$ cat config.mk
export PLATFORM = sky130hd
export DESIGN_NAME = sobol_u_gen
export DESIGN_NICKNAME = d
export VERILOG_FILES = /design/src/rtl/sobol_u_gen.sv
export SDC_FILE = /design/constraint.sdc
export NUM_CORES = 1
export LEC_CHECK = 0
export BUFFER_PORTS_ARGS = -buffer_cell sky130_fd_sc_hd__buf_2
export CELL_PAD_IN_SITES_DETAIL_PLACEMENT = 2
export CELL_PAD_IN_SITES_GLOBAL_PLACEMENT = 2
export CORE_UTILIZATION = 45
export CTS_CLUSTER_DIAMETER = 50
export DETAILED_ROUTE_END_ITERATION = 8
export GPL_ROUTABILITY_DRIVEN = 0
export GPL_TIMING_DRIVEN = 0
export PLACE_DENSITY = 0.95
export SYNTH_ARGS = -nofsm -noshare
export SYNTH_HDL_FRONTEND = slang
export SYNTH_SLANG_ARGS = --single-unit
$ cat constraint.sdc
create_clock -name clk -period 6.1 [get_ports clk]
set_input_delay 0.61 -clock clk [delete_from_list [all_inputs] [get_ports clk]]
set_output_delay 0.61 -clock clk [all_outputs]
set_load 0.02 [all_outputs]
$ cat src/rtl/sobol_u_gen.sv
`default_nettype none
// ============================================================================
//  Module   : sobol_u_gen
//  Purpose  : One-dimensional Sobol low-discrepancy sample generator that
//             emits uniform samples u in [0,1), Q(WIDTH-QFRAC).QFRAC format,
//             one per cycle under a valid/ready handshake.
//  Ports    : clk          - rising-edge clock
//             rst_n        - synchronous active-low reset
//             start        - single-cycle run request (accepted in IDLE only)
//             num_samples  - samples to emit, captured with start (clamped)
//             dir_we       - direction-table write enable (IDLE only)
//             dir_addr     - direction-table index k
//             dir_data     - direction number v_k
//             ready_in     - downstream accepts the current sample
//             valid_out    - u holds a valid sample (state RUN)
//             u            - sample, integer bits zero
//             busy         - high while in RUN
//             done         - one-cycle pulse at run completion
//  Revision : 1.0 - initial release
// ============================================================================
module sobol_u_gen #(
  parameter int WIDTH     = 32,
  parameter int QFRAC     = 16,
  parameter int SKIP_ZERO = 1
) (
  input  logic                       clk,
  input  logic                       rst_n,
  input  logic                       start,
  input  logic [31:0]                num_samples,
  input  logic                       dir_we,
  input  logic [$clog2(QFRAC)-1:0]   dir_addr,
  input  logic [QFRAC-1:0]           dir_data,
  input  logic                       ready_in,
  output logic                       valid_out,
  output logic signed [WIDTH-1:0]    u,
  output logic                       busy,
  output logic                       done
);

  localparam int AW = $clog2(QFRAC);
  localparam int CW = QFRAC + 1;

  // Largest run length: every index from SKIP_ZERO to 2^QFRAC-1 once.
  localparam logic [32:0] c_MAX_SAMPLES = (33'd1 << QFRAC) - 33'(SKIP_ZERO);
  localparam logic [QFRAC-1:0] c_N_START = (SKIP_ZERO != 0) ? QFRAC'(1) : '0;

  localparam logic [1:0] c_IDLE = 2'd0;
  localparam logic [1:0] c_RUN  = 2'd1;
  localparam logic [1:0] c_DONE = 2'd2;

  logic [1:0]       state_q, state_d;
  logic [QFRAC-1:0] dir_q [QFRAC];
  logic [QFRAC-1:0] x_q, x_d;
  logic [QFRAC-1:0] n_q, n_d;
  logic [CW-1:0]    rem_q, rem_d;

  logic [32:0]      w_req;
  logic [CW-1:0]    w_clamped;
  logic             w_xfer;
  logic             w_last;
  logic [AW-1:0]    w_c;

  assign w_req     = {1'b0, num_samples};
  assign w_clamped = (w_req > c_MAX_SAMPLES) ? c_MAX_SAMPLES[CW-1:0] : w_req[CW-1:0];
  assign w_xfer    = (state_q == c_RUN) && ready_in;
  assign w_last    = (rem_q == CW'(1));

  // Position of the lowest zero bit of n. Only consulted on non-final
  // transfers, where the clamp keeps n below 2^QFRAC-1, so a zero exists.
  always_comb begin
    w_c = '0;
    for (int i = QFRAC - 1; i >= 0; i--) begin
      if (!n_q[i]) w_c = AW'(i);
    end
  end

  // --------------------------------------------------------------------------
  // FSM: state register
  // --------------------------------------------------------------------------
  always_ff @(posedge clk) begin
    if (!rst_n) state_q <= c_IDLE;
    else        state_q <= state_d;
  end

  // FSM: next state
  always_comb begin
    state_d = state_q;
    case (state_q)
      c_IDLE: if (start) state_d = (w_clamped != '0) ? c_RUN : c_DONE;
      c_RUN:  if (w_xfer && w_last) state_d = c_DONE;
      c_DONE: state_d = c_IDLE;
      default: state_d = c_IDLE;
    endcase
  end

  // FSM: outputs
  always_comb begin
    valid_out = (state_q == c_RUN);
    busy      = (state_q == c_RUN);
    done      = (state_q == c_DONE);
    u         = {{(WIDTH-QFRAC){1'b0}}, x_q};
  end

  // --------------------------------------------------------------------------
  // Datapath: Gray-code-order Sobol recurrence
  // --------------------------------------------------------------------------
  always_comb begin
    x_d   = x_q;
    n_d   = n_q;
    rem_d = rem_q;
    if ((state_q == c_IDLE) && start) begin
      x_d   = (SKIP_ZERO != 0) ? dir_q[0] : '0;
      n_d   = c_N_START;
      rem_d = w_clamped;
    end else if (w_xfer && !w_last) begin
      // The final transfer leaves x/n alone: its lowest-zero index would
      // fall off the table and the value is never observed.
      x_d   = x_q ^ dir_q[w_c];
      n_d   = n_q + QFRAC'(1);
      rem_d = rem_q - CW'(1);
    end
  end

  always_ff @(posedge clk) begin
    if (!rst_n) begin
      x_q   <= '0;
      n_q   <= '0;
      rem_q <= '0;
    end else begin
      x_q   <= x_d;
      n_q   <= n_d;
      rem_q <= rem_d;
    end
  end

  // Direction table: van der Corput on reset, writable only while IDLE.
  always_ff @(posedge clk) begin
    if (!rst_n) begin
      for (int k = 0; k < QFRAC; k++) begin
        dir_q[k] <= QFRAC'(1) << (QFRAC - 1 - k);
      end
    end else if (dir_we && (state_q == c_IDLE) && (int'(dir_addr) < QFRAC)) begin
      dir_q[dir_addr] <= dir_data;
    end
  end

endmodule
`default_nettype wire

After elaboration in Yosys (flattened, before gate mapping)
Memories as Yosys holds them, arrays and structs flattened.
Index checks and enable logic that the tools add are counted.
{ "op_classes": {"multipliers": 0, "addsub": 2, "muxes": 34, "order_cmp": 1, "bitwise": 2, "div": 0, "eq_ne": 5, "n_reduce_logical": 12, "n_shift": 0} }
{ "op_table": {"columns": ["cell", "count"], "rows": [
  ["4-bit 2-to-1 mux", 17],
  ["17-bit 2-to-1 mux", 3],
  ["16-bit 2-to-1 mux", 3],
  ["32-bit by 16-bit > comparator with 1-bit output (second input constant)", 1],
  ["17-bit by 1-bit equality test with 1-bit output (second input constant)", 1],
  ["17-bit nonzero test", 1],
  ["17-bit by 1-bit subtractor with 17-bit output (second input constant)", 1],
  ["16-bit by 1-bit adder with 16-bit output (second input constant)", 1],
  ["16-bit OR reduction", 1],
  ["16-bit bitwise XOR", 1],
  ["1-bit 2-to-1 mux", 7],
  ["2-bit 2-to-1 mux", 3],
  ["1-bit logical AND", 5],
  ["2-bit case mux with 2 select lines", 1],
  ["2-bit by 1-bit equality test with 1-bit output (second input constant)", 1],
  ["2-bit equality test (second input constant)", 1],
  ["2-bit logical NOT", 1],
  ["2-bit by 1-bit inequality test with 1-bit output (second input constant)", 1],
  ["2-bit inequality test (second input constant)", 1],
  ["2-bit AND reduction", 1],
  ["2-bit nonzero test", 1],
  ["2-bit OR reduction", 1],
  ["1-bit logical NOT", 1],
  ["1-bit NOT", 1]
]} }
{ "totals": {"latchBits": 0, "ff_bits": 51, "memories": 1, "mem_bits_ro": 0, "wordCells": 62, "ramBits": 256} }
{ "memory_table": {"columns": ["name", "words", "word_bits", "read_ports", "rd_clocked_by_memory_dff", "write_ports", "line", "rtl"], "rows": [
  ["dir_q", 16, 16, 2, 0, 16, "52", "logic [QFRAC-1:0] dir_q [QFRAC];"]
]} }

Logic depth before layout (Yosys ltp)
Gate-level depths: netlist of run 1.
An unclocked memory read counts as a cell.
{ "logic_depth": {"ltp_word": 20, "ltp_mapped": 11} }

Least setup slack after synthesis of run 1
No wires, ideal clock.
{ "synth_timing": {"path_kind": "input-to-reg", "start": "input port rst_n", "end": "memory dir_q[12][0], enable pin", "path_buffers": 2, "arrival_time_ns": 2.646, "cell_stages": 5, "setup_slack_ns": 3.043, "cell_sequence": "clkbuf_1 nand3_1 or3_1 clkbuf_1 o21ai_0"} }
{ "synth_lines": {"columns": ["item", "line", "rtl"], "rows": [
  ["from (decl)", "27", "input logic rst_n,"],
  ["to (decl)", "52", null]
]} }

Final worst setup path of run 1
{ "layout_timing": {"start": "register n_q[6]", "end": "register x_q[5]"} }
{ "layout_between": {"elab_chain_cells": 11} }
{ "layout_lines": {"columns": ["item", "line", "rtl"], "rows": [
  ["from (decl)", "54", "logic [QFRAC-1:0] n_q, n_d;"],
  ["from (signal assigned)", "131", "n_q <= n_d;"],
  ["4-bit 2-to-1 mux (7 in a row)", "73", "if (!n_q[i]) w_c = AW'(i);"],
  ["memory read 16 x 16 bit", null, null],
  ["16-bit bitwise XOR", "118", "x_d = x_q ^ dir_q[w_c];"],
  ["16-bit 2-to-1 mux", "115", "end else if (w_xfer && !w_last) begin"],
  ["16-bit 2-to-1 mux", "111", "if ((state_q == c_IDLE) && start) begin"],
  ["to (signal assigned)", "126", "x_q <= '0;"],
  ["to (signal assigned)", "130", "x_q <= x_d;"],
  ["to (decl)", "53", "logic [QFRAC-1:0] x_q, x_d;"]
]} }
Every way passes these cells. The select of a mux whose other input is x is not followed.
A chain may end at the register's enable or synchronous reset.

==> results of run 1 <==
[metal layers]
metal | up-vias | global-route usage, % | wire length, um
met3 | 305 | 11.4 | 7440
met4 | 0 | 31.1 | 5790
li1 | 4912 | - | -
met5 | - | 0 | 0
met1 | 6458 | 50.5 | 25300
met2 | 932 | 68.9 | 32600
[placed cells by master, fill, tap and decap left out, types with 21 or more instances in the layout]
cell	Yosys	final
a21oi_1	31	31
a32oi_1	42	42
and2_1	253	253
buf_2	9	83
buf_4	21	21
clkbuf_1	67	74
clkbuf_16	0	39
dfxtp_1	51	51
edfxtp_1	256	256
mux2_2	27	27
mux2i_1	55	55
nand2_1	131	131
nand3_1	30	30
nand4_1	29	29
nor2_1	62	62
o21ai_0	38	26
or3_1	22	22
[critical path: stages (launching register included)]
cell and delay (ns):
dfxtp_1 0.51, nand4_1 0.31, nor2_1 0.56, o211ai_1 0.42, a21oi_1 1.08, clkbuf_1 0.70
a32oi_1 0.36, nand4_1 0.29, mux2i_1 0.30, a31oi_1 0.13
[cells by family (layout without fill, tap and decap cells)]
kind of cell,Yosys count,after routing,synth area share (%)
buffers and inverters,115,270,3.79
flip-flops,307,307,59.3
multiplexers,82,82,5.82
adder cells (fa/ha/maj),3,3,0.256
other,1,18,0.0256
AND/OR/NAND/NOR,585,585,21.3
XOR/XNOR,21,21,1.25
AO/OA/AOI/OAI,170,170,8.18
[registers in the layout (all words and copies together) (netlist names)]
| name | cells |
|---|---|
| x_q | 16 |
| dir_q | 256 |
| state_q | 2 |
| rem_q | 17 |
| n_q | 16 |
[layout make-up]
| type | instances | area, um2 | share of cell area, % |
|---|---|---|---|
| antenna | 2 | 5.00 | 0.0291 |
| buffer | 102 | 507 | 2.95 |
| clock buffer | 48 | 1030 | 5.99 |
| clock inverter | 21 | 238 | 1.38 |
| inverter | 13 | 48.8 | 0.284 |
| multi-input combinational | 877 | 5510 | 32.1 |
| sequential | 307 | 8710 | 50.7 |
| tap | 435 | 544 | 3.17 |
| timing repair buffer | 86 | 584 | 3.40 |
[report_power, final]
part           switching (mW)  total [mW]  internal (mW)
sequential             0.0668        2.42           2.35
clock                    1.00        2.42           1.41
combinational           0.352       0.482          0.130
[path summary, 6_finish.rpt]
| check | start | endpoint | slack (ns) | cells after the start |
|---|---|---|---|---|
| worst max-delay path | n_q[6]$_SDFFE_PP0P_ | x_q[5]$_SDFFE_PN0P_ | 1.26 | 9 |
| worst min-delay path | num_samples[2] | rem_q[2]$_SDFFE_PN0P_ | 0.41 | 3 |
| worst max register to register | n_q[6]$_SDFFE_PP0P_ | x_q[5]$_SDFFE_PN0P_ | 1.26 | 9 |
| worst min register to register | state_q[1]$_SDFFE_PN0P_ | state_q[1]$_SDFFE_PN0P_ | 0.48 | 1 |
[per-stage QoR]
stage	cell area [um2]	hold slack [ns]	setup slack, ns	utilization, %	instances
after global placement	15600	0.456	0.954	49.2	1808
final	17200	0.414	1.26	54.0	1891
after global routing	17200	0.434	1.39	54.0	1889
after floorplan	14700	0.437	3.04	-	1299
after CTS	17200	0.415	1.48	54.0	1889
after detailed placement	15900	0.476	1.68	50.0	1820
==> reports/results.ini, run 1 <==
[outcome]
status = finished, final reports clean

[synth]
yosysMostFrequentCell = edfxtp_1
synth_top_area_share_pct = 52.4
synth.distinct_cells = 53
synth_ff_type = edfxtp_1
synth_commonest_cells = edfxtp_1 (256), and2_1 (253), nand2_1 (131)
yosysSeqAreaShare_pct = 59.3
synth.cell_area_um2 = 14700
yosys_warnings = 0
yosys.area.top_type = edfxtp_1
ys_ff_latch = 307
syn_inst = 1284
synth.avg_cell_area_um2 = 11.4
yosys-top-cells-area = edfxtp_1 (52%), and2_1 (11%), dfxtp_1 (7.0%), mux2i_1 (3.8%), nand2_1 (3.4%)
synth-edff-count = 256
async_reset_ff_share_pct = 0

[floorplanning]
die_h_um = 183
row_count = 65
die_area_um2 = 33300
initial_core_util_pct = 46.2
core_area_um2 = 31800
ios = 92
dieWidth_um = 183

[clock_tree]
numCtsBuffers = 38
clk_pin_slew_ns = 0.07
htree_levels = 2
cts_setup_buffers = 0
cts_buffer_depth = 3
ctsResizeCount = 0
cts-root-buf = clkbuf_16
cts_tree = built
clk_latency_ns = 0.55
holdBufCountCts = 0
clock_sinks = 307

[placement]
dp_hpwl_um = 44600
port_buffers = 74

[setup_path]
critical_path_class = flop to flop
cp.required_ns = 6.49
cp.arrival_ns = 5.23
crit_fanout = 10
cp-end-kind = flop
worstSetupStartpointType = flop

[timing]
fin_crit_ns = 4.84
hold_violations = 0
tns_ns = 0
rsz0062_at_grt = no
worstMarginPinSlew_ns = 1.40
final_max_slew_viol_count = 0
fin_crit_sh_pct = 79.4
clock_skew_ns = 0.0292
max_freq_mhz = 207
finalSetupViolations = 0
maxSlewHeadroom_pct = 6.81

[power]
p_total_mw = 5.32
powerDensity_nw_per_um2 = 310
power_leakage_nw = 6.22
vdd_ir_drop_max_uv = 224

[layout]
nFillCells = 3085
layout-drive-gt1-share_pct = 15.3
final_nets = 1485
syn_to_final_growth_pct = 17.1

[detailed_routing]
drcViolationCount = 0
vias = 12600
first_pass_iters = 6
viasPerCell = 6.67
drt-total-wl_um = 71100
drtIter0Drc = 1548
wire_per_inst_um = 37.6
detail-route-antenna-nets = 0

[flow_run]
maxCapViolCount = 0

[global_route]
grt_pass1_vias = 13600
grt_first_pass_wirelength_um = 101000
grt_antenna_before_repair = 1
grt_max_degree = 17
grt_overflow_total = 0
grt_usage_pct = 43.2

[worst_hold_path]
hp-class = primary input to flop

Power figures use the tool's default switching activity.
==> run 2, diff against run 1 <==
--- a/config.mk
+++ b/config.mk
@@ -8,12 +8,12 @@
 export BUFFER_PORTS_ARGS = -buffer_cell sky130_fd_sc_hd__buf_2
 export CELL_PAD_IN_SITES_DETAIL_PLACEMENT = 2
 export CELL_PAD_IN_SITES_GLOBAL_PLACEMENT = 2
-export CORE_UTILIZATION = 45
+export CORE_UTILIZATION = 41
 export CTS_CLUSTER_DIAMETER = 50
 export DETAILED_ROUTE_END_ITERATION = 8
 export GPL_ROUTABILITY_DRIVEN = 0
 export GPL_TIMING_DRIVEN = 0
-export PLACE_DENSITY = 0.95
+export PLACE_DENSITY = 0.89
 export SYNTH_ARGS = -nofsm -noshare
 export SYNTH_HDL_FRONTEND = slang
 export SYNTH_SLANG_ARGS = --single-unit
==> constraint.sdc (replaced) <==
create_clock -name clk -period 5 [get_ports clk]
set_input_delay 0.5 -clock clk [delete_from_list [all_inputs] [get_ports clk]]
set_output_delay 0.5 -clock clk [all_outputs]
set_load 0.02 [all_outputs]
==> reports/results.ini, run 2 (synthesized netlist as in run 1, its figures left out) <==
[global_route]
grt_max_degree = 17
grt_pass1_vias = 13000
grt_first_pass_wirelength_um = 91300
grt_antenna_before_repair = 3
grt_overflow_total = 0
grt_usage_pct = 35.4

[setup_path]
critical_path_class = flop to flop
reg2reg_from = n_q[6]$_SDFFE_PP0P_
cp.arrival_ns = 5.31
worstSetupStartpointType = flop
r2r_cells = 9
r2r_setup_slack_ns = 0.09
cp-end-kind = flop
crit_fanout = 10
reg2reg_to = x_q[5]$_SDFFE_PN0P_
cp.required_ns = 5.39
crit_start = n_q[6]$_SDFFE_PP0P_

[timing]
fin_crit_ns = 4.91
hold_violations = 0
rsz0062_at_grt = no
finalSetupViolations = 0
worstMarginPinSlew_ns = 1.55
maxSlewHeadroom_pct = -3.30
setup_ws_ns = 0.0860
clock_skew_ns = 0.0192
fin_crit_sh_pct = 98.3
max_freq_mhz = 204
final_max_slew_viol_count = 16

[layout]
syn_to_final_growth_pct = 16.7
final_cell_mix = edfxtp_1 (256), and2_1 (253), nand2_1 (131)
layout_commonest_cell = edfxtp_1
layout-drive-gt1-share_pct = 15.5
final_nets = 1486
nFillCells = 3490
largest_register = dir_q
largest_reg_flops = 256
reg_top3 = dir_q: 256 flops, rem_q: 17 flops

[clock_tree]
cts_setup_buffers = 0
clk_latency_ns = 0.56
cts_tree = built
cts-root-buf = clkbuf_16
clk_pin_slew_ns = 0.06
numCtsBuffers = 39
htree_levels = 2
cts_buffer_depth = 3
clock_sinks = 307
holdBufCountCts = 0
ctsResizeCount = 0

[flow_run]
maxCapViolCount = 2

[detailed_routing]
first_pass_iters = 5
drt-total-wl_um = 64000
wire_per_inst_um = 33.4
drcViolationCount = 0
drtIter0Drc = 1167
wl_met2_um = 30500
detail-route-antenna-nets = 0
vias = 12000
viasPerCell = 6.27
wl_met3_um = 4980
wl_met1_um = 24000
maxUsedRoutingLayer = met4

[power]
power_leakage_nw = 6.18
p_total_mw = 6.24
powerDensity_nw_per_um2 = 364
vdd_ir_drop_max_uv = 273

[floorplanning]
core_area_um2 = 34900
row_count = 68
ios = 92
dieWidth_um = 191
die_area_um2 = 36600
initial_core_util_pct = 42.1
die_h_um = 191

[worst_hold_path]
min_delay_path_depth = 3
hp-start = num_samples[14]
hp-class = primary input to flop
hold_end = rem_q[14]$_SDFFE_PN0P_

[placement]
dp_hpwl_um = 43000
post-place-ws_ns = 0.645
port_buffers = 74

[outcome]
violations = max-capacitance violations, max-slew violations
status = finished, violations left

[run 2: power breakdown]
| group | switching [mW] | internal (mW) | total, mW |
|---|---|---|---|
| Combinational | 0.392 | 0.158 | 0.550 |
| Sequential | 0.0712 | 2.87 | 2.94 |
| Clock | 1.23 | 1.52 | 2.75 |
| Total | 1.69 | 4.55 | 6.24 |
[run 2: through the flow]
step / cell area, um2 / instances / hold slack, ns / utilization [%] / TNS (ns)
after floorplan: 14700 / 1299 / 0.437 / - / 0
after global placement: 15700 / 1828 / 0.454 / 44.9 / -0.107
after detailed placement: 15900 / 1840 / 0.489 / 45.7 / 0
after CTS: 17100 / 1912 / 0.260 / 49.1 / 0
after global routing: 17100 / 1912 / 0.290 / 49.1 / 0
final: 17100 / 1913 / 0.263 / 49.1 / 0
[run 2: how the worst max path moves through the flow]
stage | endpoint | slack (ns)
finish | x_q[5]$_SDFFE_PN0P_ | 0.09
CTS | x_q[5]$_SDFFE_PN0P_ | 0.43
global placement | dir_q[15][8]$_SDFFCE_PN0P_ | -0.009
floorplan | dir_q[12][0]$_SDFFCE_PN0P_ | 2.05
global route | x_q[5]$_SDFFE_PN0P_ | 0.16
detailed placement | x_q[5]$_SDFFE_PN0P_ | 0.64
[run 2: worst max-delay path, cell delays in order (launching register included)]
cell and delay [ns]:
dfxtp_1 0.48, nand4_1 0.28, nor2_1 0.48, o211ai_1 0.37
a21oi_1 1.26, clkbuf_1 0.75, a32oi_1 0.35, nand4_1 0.29
mux2i_1 0.33, a31oi_1 0.16
[run 2: final cells by class]
type,instances,area (um2),share of cell area [%]
diodes,1,2.50,0.0146
plain buffers,102,507,2.96
flip-flops and latches,307,8710,50.8
repair buffers,86,588,3.43
inverters,13,48.8,0.285
well taps,455,569,3.32
clock inverters,23,181,1.06
clock buffers,49,1010,5.92
multi-input cells,877,5510,32.2
[run 2: metal layers]
metal | vias to the layer above | global-route usage [%]
met5 | - | 0
met4 | 0 | 23.0
met3 | 236 | 6.79
met2 | 711 | 59.0
met1 | 6126 | 41.6
li1 | 4912 | -
==> run 3, diff against run 2 <==
==> config.mk (replaced) <==
export PLATFORM = sky130hd
export DESIGN_NAME = sobol_u_gen
export DESIGN_NICKNAME = d
export VERILOG_FILES = /design/src/rtl/sobol_u_gen.sv
export SDC_FILE = /design/constraint.sdc
export NUM_CORES = 1
export LEC_CHECK = 0
export CELL_PAD_IN_SITES_DETAIL_PLACEMENT = 2
export CELL_PAD_IN_SITES_GLOBAL_PLACEMENT = 2
export CORE_UTILIZATION = 43
export CTS_CLUSTER_DIAMETER = 50
export DETAILED_ROUTE_END_ITERATION = 8
export DONT_BUFFER_PORTS = 1
export GPL_ROUTABILITY_DRIVEN = 0
export PLACE_DENSITY = 0.89
export SYNTH_ARGS = -nofsm -noshare
export SYNTH_HDL_FRONTEND = slang
export SYNTH_SLANG_ARGS = --single-unit
==> reports/results.ini, run 3 (synthesized netlist as in run 1, its figures left out) <==
[layout]
layout_commonest_cell = edfxtp_1
layout-drive-gt1-share_pct = 10.4
ff_latch_area_um2 = 8710
final_cell_mix = edfxtp_1 (256), and2_1 (253), nand2_1 (131)
largest_reg_flops = 256
multi_input_area_um2 = 5500
final_util_pct = 48.9
stdcell_count = 1753
largest_register = dir_q
final_nets = 1333
syn_to_final_growth_pct = 11.7
final_area_um2 = 16400
reg_top3 = dir_q: 256 flops, rem_q: 17 flops
nFillCells = 3270

[setup_path]
cp.arrival_ns = 4.09
critical_path_class = flop to flop
crit_fanout = 71
cp-end-kind = flop
r2r_setup_slack_ns = 1.32
worstSetupStartpointType = flop
cp.required_ns = 5.41

[clock_tree]
holdBufCountCts = 0
clk_latency_ns = 0.56
clock_sinks = 307
numCtsBuffers = 39
clk_pin_slew_ns = 0.06
cts_buffer_depth = 3
ctsResizeCount = 0
htree_levels = 2
cts_tree = built
cts_setup_buffers = 0
cts-root-buf = clkbuf_16

[power]
p_total_mw = 6.28
vdd_ir_drop_max_uv = 260
powerDensity_nw_per_um2 = 383
power_leakage_nw = 5.71

[timing]
worstMarginPinSlew_ns = 1.30
clock_skew_ns = 0.0255
fin_crit_sh_pct = 73.5
final_max_slew_viol_count = 0
setup_ws_ns = 1.32
rsz0062_at_grt = no
maxSlewHeadroom_pct = 13.3
tns_ns = 0
finalSetupViolations = 0
fin_crit_ns = 3.68
max_freq_mhz = 272
hold_ws_ns = 0.120
hold_violations = 0

[global_route]
grt_usage_pct = 33.6
grt_max_degree = 72
grt_pass1_vias = 12400
grt_antenna_before_repair = 6
grt_overflow_total = 0
grt_first_pass_wirelength_um = 85200

[floorplanning]
row_count = 67
die_area_um2 = 34900
ios = 92
core_area_um2 = 33500
die_h_um = 187
initial_core_util_pct = 43.8
dieWidth_um = 187

[detailed_routing]
detail-route-antenna-nets = 0
viasPerCell = 6.32
wire_per_inst_um = 33.2
drt-total-wl_um = 58200
drcViolationCount = 0
vias = 11100
drtIter0Drc = 1054
first_pass_iters = 5

[placement]
dpl_cell_area_um2 = 15100
port_buffers = 0
dp_hpwl_um = 36800
placed_cells = 1680
post-place-ws_ns = 1.53

[flow_run]
maxCapViolCount = 0

[worst_hold_path]
hp-class = primary input to flop

[outcome]
status = finished, final reports clean

[run 3: cell count changes in the layout (fill, tap and decap cells not counted), sizes merged]
cell,before,now
buf,121,35
clkbuf,116,47
inv,21,20
bufinv,1,4
clkinv,12,11
clkinvlp,2,3
[run 3: worst max-delay path, stage by stage, from the launching register on]
cell and delay [ns]:
dfxtp_1 0.46, nand2_1 0.19, a21oi_1 0.68, a21o_4 0.36, buf_12 0.40, mux2i_1 0.15, a32oi_1 0.63, nand4_1 0.27
mux2i_1 0.23, a31oi_1 0.10
[run 3: path summary, 6_finish.rpt]
kind         cells past startpoint                     end             startpoint
max                              9     x_q[7]$_SDFFE_PN0P_    n_q[0]$_SDFFE_PN0P_
min                              2  rem_q[13]$_SDFFE_PN0P_                  rst_n
max reg2reg                      9     x_q[7]$_SDFFE_PN0P_    n_q[0]$_SDFFE_PN0P_
min reg2reg                      1   rem_q[3]$_SDFFE_PN0P_  rem_q[3]$_SDFFE_PN0P_
[run 3: final cells by class]
type | instances | share of cell area, %
Clock buffer | 47 | 6.32
Inverter | 13 | 0.298
Sequential cell | 307 | 53.1
Multi-Input combinational cell | 877 | 33.5
Tap cell | 448 | 3.42
Clock inverter | 25 | 1.56
Timing Repair Buffer | 35 | 1.76
Antenna cell | 1 | 0.0153
[run 3: where the power goes]
part	internal [mW]	total, mW	switching (mW)
logic	0.112	0.389	0.277
registers	2.87	2.96	0.0917
clock network	1.70	2.93	1.23
total	4.69	6.28	1.60
[run 3: metal layers]
metal / GRT usage [%] / vias up / share of wire, %
li1: - / 4600 / -
met1: 37.6 / 5690 / 36
met2: 57.2 / 574 / 49
met3: 9.46 / 210 / 8.6
met4: 19.4 / 2 / 6.3
met5: 0 / - / 0.026
